File: src/rtl/sr_latch_driver_pkg.sv
// Shared definitions for the gated SR latch write controller: state encoding,
// default timing constants and the feedback-agreement helper.
package sr_latch_driver_pkg;

  typedef enum logic [1:0] {
    StIdle   = 2'd0,
    StDrive  = 2'd1,
    StSettle = 2'd2,
    StCheck  = 2'd3
  } state_e;

  localparam int unsigned DefPulseCycles  = 2;
  localparam int unsigned DefSettleCycles = 3;
  localparam int unsigned DefCntW         = 4;

  // True when the latch outputs are complementary and Q equals the value.
  function automatic logic fb_holds(input logic q, input logic qb, input logic v);
    return (q == v) && (qb == !v);
  endfunction

endpackage

File: src/rtl/sync_2ff.sv
// One-bit two-flop synchronizer with asynchronous active-low reset.
module sync_2ff (
  input  logic clk,
  input  logic rst_n,
  input  logic d,
  output logic q
);

  logic meta_q;

  always_ff @(posedge clk or negedge rst_n) begin
    if (!rst_n) begin
      meta_q <= 1'b0;
      q      <= 1'b0;
    end else begin
      meta_q <= d;
      q      <= meta_q;
    end
  end

endmodule

File: src/rtl/sr_latch_driver.sv
// Write controller for a gated SR latch: turns a one-bit request into an
// S/R/enable pulse, waits for the latch to settle, then verifies read-back.
module sr_latch_driver
  import sr_latch_driver_pkg::*;
#(
  parameter int unsigned PULSE_CYCLES  = DefPulseCycles,
  parameter int unsigned SETTLE_CYCLES = DefSettleCycles,
  parameter int unsigned CNT_W         = DefCntW
) (
  input  logic Clk,
  input  logic Rst_n,
  input  logic Req_valid,
  input  logic Req_data,
  output logic Req_ready,
  output logic S,
  output logic R,
  output logic Latch_en,
  input  logic Q_fb,
  input  logic Q_bar_fb,
  output logic Done,
  output logic Match,
  output logic Err,
  input  logic Err_clr
);

  localparam logic [CNT_W-1:0] PulseLoad  = CNT_W'(PULSE_CYCLES - 1);
  localparam logic [CNT_W-1:0] SettleLoad = CNT_W'(SETTLE_CYCLES - 1);

  state_e           state;
  logic [CNT_W-1:0] cnt;
  logic             d;
  logic             qs;
  logic             qbs;
  logic             hold_now;
  logic             rb_ok;

  sync_2ff u_sync_q (
    .clk   (Clk),
    .rst_n (Rst_n),
    .d     (Q_fb),
    .q     (qs)
  );

  sync_2ff u_sync_qb (
    .clk   (Clk),
    .rst_n (Rst_n),
    .d     (Q_bar_fb),
    .q     (qbs)
  );

  assign Req_ready = (state == StIdle);
  assign hold_now  = fb_holds(qs, qbs, Req_data);
  assign rb_ok     = fb_holds(qs, qbs, d);

  always_ff @(posedge Clk or negedge Rst_n) begin
    if (!Rst_n) begin
      state    <= StIdle;
      cnt      <= '0;
      d        <= 1'b0;
      S        <= 1'b0;
      R        <= 1'b0;
      Latch_en <= 1'b0;
      Done     <= 1'b0;
      Match    <= 1'b0;
      Err      <= 1'b0;
    end else begin
      Done  <= 1'b0;
      Match <= 1'b0;
      // A mismatch assignment later in this block overrides the clear.
      if (Err_clr) Err <= 1'b0;
      case (state)
        StIdle: begin
          if (Req_valid) begin
            d <= Req_data;
            if (hold_now) begin
              // Latch already holds the value: report without pulsing.
              state <= StCheck;
              cnt   <= '0;
              Done  <= 1'b1;
              Match <= 1'b1;
            end else begin
              state    <= StDrive;
              cnt      <= PulseLoad;
              Latch_en <= 1'b1;
              S        <= Req_data;
              R        <= !Req_data;
            end
          end
        end
        StDrive: begin
          if (cnt == '0) begin
            state    <= StSettle;
            cnt      <= SettleLoad;
            Latch_en <= 1'b0;
            S        <= 1'b0;
            R        <= 1'b0;
          end else begin
            cnt <= cnt - CNT_W'(1);
          end
        end
        StSettle: begin
          if (cnt == '0) begin
            state <= StCheck;
            Done  <= 1'b1;
            Match <= rb_ok;
            if (!rb_ok) Err <= 1'b1;
          end else begin
            cnt <= cnt - CNT_W'(1);
          end
        end
        StCheck: begin
          state <= StIdle;
          cnt   <= '0;
        end
        default: begin
          state <= StIdle;
          cnt   <= '0;
        end
      endcase
    end
  end

endmodule
File: config.mk
export PLATFORM = sky130hd
export DESIGN_NAME = sr_latch_driver
export DESIGN_NICKNAME = d
export VERILOG_FILES = /design/src/rtl/sr_latch_driver_pkg.sv /design/src/rtl/sync_2ff.sv /design/src/rtl/sr_latch_driver.sv
export SDC_FILE = /design/constraint.sdc
export NUM_CORES = 1
export LEC_CHECK = 0
export CAP_MARGIN = 10
export CORE_MARGIN = 10
export CORE_UTILIZATION = 47
export DETAILED_ROUTE_END_ITERATION = 6
export PLACE_DENSITY = 0.71
export SYNTH_ARGS = -nofsm -noshare
export SYNTH_HDL_FRONTEND = slang
export SYNTH_SLANG_ARGS = --single-unit
File: constraint.sdc
create_clock -name Clk -period 1.8 [get_ports Clk]
set_input_delay 0.36 -clock Clk [delete_from_list [all_inputs] [get_ports Clk]]
set_output_delay 0.36 -clock Clk [all_outputs]
set_load 0.01 [all_outputs]
==> run_results.csv <==
group,metric,value,unit
placed_design,placedCellCount,131,
power_and_ir_drop,ir_drop,1.06,mV
clocking,cts_max_path_buffers,2,
sta,postLayoutSetupSlackWorst,0.136,ns
sta,skew,0.00966,ns
sta,fin_crit_sh,92.5,%
power_and_ir_drop,pwr-share-comb,56.6,%
clocking,worst_skew_pair.late_latency,0.28,ns
layout,final_util,65.1,%
grt,antenna_found_initial,0,
drt,viasPerCell,5.17,
die,initial_core_util,50.3,%
power_and_ir_drop,p_per_area,1650,nW/um^2
die,io_pins,14,
power_and_ir_drop,seqPwrFrac,32.8,%
sta,setup_tns,0,ns
grt,grt_pass1_wl,3440,microns
placed_design,dpl.hpwl,1510,microns
status,status,"complete, no violations",
drt,detail_route.wl_per_cell,13.7,microns
layout,final_cells,135,
setup_path,cp_max_fo,5,
sta,timing.fmax,0.601,GHz
die,coreArea,1750,sq um
logic_synthesis,synth_top_area_share,48.5,%
logic_synthesis,synthesis.nets,98,
clocking,hold_buffers,0,
clocking,htree_levels,1,
power_and_ir_drop,p_leak,0.542,nW
sta,rsz0062_at_grt,"no",
die,rows,15,
clocking,postCtsSetupBuffers,0,
setup_path,start_kind,"flip-flop",
grt,grt_start_max_net_pins,18,
logic_synthesis,synth_top_cell_by_area,"dfrtp_1",
drt,num_vias,698,
drt,drc,0,
logic_synthesis,synth_top_family_by_area,"simple AND/OR/NAND/NOR gates",
logic_synthesis,synth_compound_area_share,17.3,%
logic_synthesis,syn_inst,86,
grt,grt-ovfl-total,0,
logic_synthesis,synth.avg_cell_area,10.2,sq um
placed_design,port_buffers,13,
setup_path,worstPathRequired,1.44,ns
clocking,cts_buffers,3,
die,die_h,63.2,microns
logic_synthesis,ys.flop_type,"dfrtp_1",
sta,slew_violations,0,
logic_synthesis,ys_seq_area_share,48.5,%
layout,layout-drive-gt1-share,18.2,%
clocking,clockRootBuffer,"clkbuf_4",
logic_synthesis,synth_xor_xnor_area_share,0,%
logic_synthesis,synthMuxAreaShare,3.42,%
flow_run,maxCapViolCount,0,
logic_synthesis,synth-simple-area-share,19.4,%
placed_design,gp_congestion,0.904,
setup_path,slowest_stage,"dfrtp_1",
drt,wl,1850,microns
die,die_x,63.2,microns
layout,diodes,0,
die,die-area,3990,sq um
sta,fin_crit,1.66,ns
power_and_ir_drop,pwr-share-clk,10.6,%
logic_synthesis,async_reset_ff_share,100,%
logic_synthesis,synth_seq_cells,17,
layout,nets,123,
power_and_ir_drop,p_int,1.14,mW
logic_synthesis,synth_edf_count,0,
logic_synthesis,syn_area,877,sq um
grt,grt_pass1_vias,720,
logic_synthesis,synth_warnings,0,
setup_path,crit_path_end_kind,"output port",
drt,drt_iter0_drc,11,
clocking,clkSinkCount,17,
layout,area_delta_synth_final,29.5,%
sta,finalHoldViolCount,0,
clocking,cts_tree,"yes",
sta,relSlewSlack,82.5,%
logic_synthesis,ys_types,31,
sta,setup_viol,0,
layout,fillers,158,
drt,dr.pass1.iters,6,
logic_synthesis,synthAdderAreaFrac,7.13,%
hold_path,min_path_type,"flip-flop to flip-flop",
drt,antenna_left,0,
clocking,path_clk_slew,0.10,ns
placed_design,preCtsSetupSlack,-0.156,ns
sta,tightest_slew,0.260,ns
setup_path,max_stage_delay,0.40,ns
setup_path,worstPathArrival,1.30,ns
setup_path,cp_cell_sequence,"inv_1, ha_2, dlygate4sd2_1",
power_and_ir_drop,p_sw_share,39.2,%
power_and_ir_drop,p_switching,736,uW
logic_synthesis,ys_top_cells_by_area,"dfrtp_1 49%, ha_1 7.1%, nand2_1 5.6%",
setup_path,crit_type,"flip-flop to output port",
grt,grtUsageTotal,9.94,%
cell usage in the layout (no fill, tap or decap), types with 2 or more instances in the layout:
master           synthesis  routed
dfrtp_1                 17      17
nand2_1                 13      13
clkdlybuf4s50_1          0      12
buf_4                    0       9
o21ai_0                  6       6
inv_1                    6       5
nor2_1                   4       4
mux2i_1                  3       3
ha_1                     5       3
clkbuf_4                 0       3
nand3_1                  2       2
nor2b_1                  2       2
nor3_1                   2       2
a21oi_1                  2       2
a21o_1                   2       2
o2bb2ai_1                2       2
ha_2                     0       2
critical path, delay by kind of cell, from the launching register on:
family | cells | cell delay (ns)
adder cells (fa/ha/maj) | 1 | 0.23
flip-flops | 1 | 0.40
buffers and inverters | 2 | 0.39
registers in the layout, indices dropped and copies added, names as in the netlist:
register,count
Done,1
u_sync_qb.q,1
S,1
Latch_en,1
Match,1
d,1
R,1
u_sync_q.q,1
u_sync_qb.meta_q,1
state,2
u_sync_q.meta_q,1
Err,1
cnt,4
area by class of cell:
| cell class | count | area, sq um | area share (%) |
|---|---|---|---|
| Sequential cell | 17 | 425 | 37.4 |
| Clock buffer | 4 | 26.3 | 2.31 |
| Tap cell | 25 | 31.3 | 2.75 |
| Timing Repair Buffer | 22 | 196 | 17.3 |
| Multi-Input combinational cell | 61 | 434 | 38.2 |
| Inverter | 6 | 22.5 | 1.98 |
layer usage:
metal | vias to the layer above | global-route usage, % | wire length [microns]
met2 | 20 | 18.0 | 894
met3 | 2 | 2.83 | 113
met4 | 0 | 1.64 | 19
li1 | 353 | - | -
met5 | - | 0 | 0
met1 | 323 | 11.4 | 822
power groups by stage:
stage / registers [mW] / clock network, mW / logic [mW]
after CTS: 0.612 / 0.207 / 1.04
after floorplan: 0.632 / 0 / 0.631
after global routing: 0.643 / 0.227 / 1.21
after global placement: 0.614 / 0 / 0.996
after detailed placement: 0.620 / 0 / 1.03
final: 0.617 / 0.198 / 1.06
timing repair:
item,in CTS,in global routing
resized for setup,2,5
gates cloned,0,0
endpoints found under the hold margin,0,0
setup endpoints to repair,1,2
pin swaps,0,0
kinds of logic (layout without fill, tap and decap cells):
| group | after synthesis | in the layout |
|---|---|---|
| and+or+nand+nor | 31 | 31 |
| AOI/OAI and AO/OA | 22 | 22 |
| DFF | 17 | 17 |
| buffers and inverters | 8 | 32 |
| adders and majority gates | 5 | 5 |
| muxes | 3 | 3 |
final timing paths:
check,from,end,slack [ns],cells past startpoint
max,state[1],Req_ready,0.14,3
min,u_sync_qb.meta_q,u_sync_qb.q,0.36,0
max reg2reg,state[1],cnt[0],0.16,5
min reg2reg,u_sync_qb.meta_q,u_sync_qb.q,0.36,0
max in group asynchronous,Rst_n,state[1],1.22,2
min in group asynchronous,Rst_n,Err,0.39,2
per-stage QoR:
step,hold slack [ns],area (sq um),total power [mW]
6_report,0.362,1140,1.88
5_1_grt,0.368,1140,2.08
4_1_cts,0.362,1120,1.85
3_5_place_dp,0.337,1090,1.65
3_3_place_gp,0.333,1090,1.61
2_1_floorplan,0.0644,877,1.26
cells in the mapped netlist (2+ instances only):
| library cell | count |
|---|---|
| inv_1 | 6 |
| nor2_1 | 4 |
| nor3_1 | 2 |
| nor3b_2 | 2 |
| mux2i_1 | 3 |
| o21bai_1 | 2 |
| nand2_1 | 13 |
| nor2b_1 | 2 |
| o21ai_0 | 6 |
| nand3_1 | 2 |
| dfrtp_1 | 17 |
| a21o_1 | 2 |
| ha_1 | 5 |
| o2bb2ai_1 | 2 |
| a21oi_1 | 2 |
No activity file was read; power rests on OpenSTA's default activity.
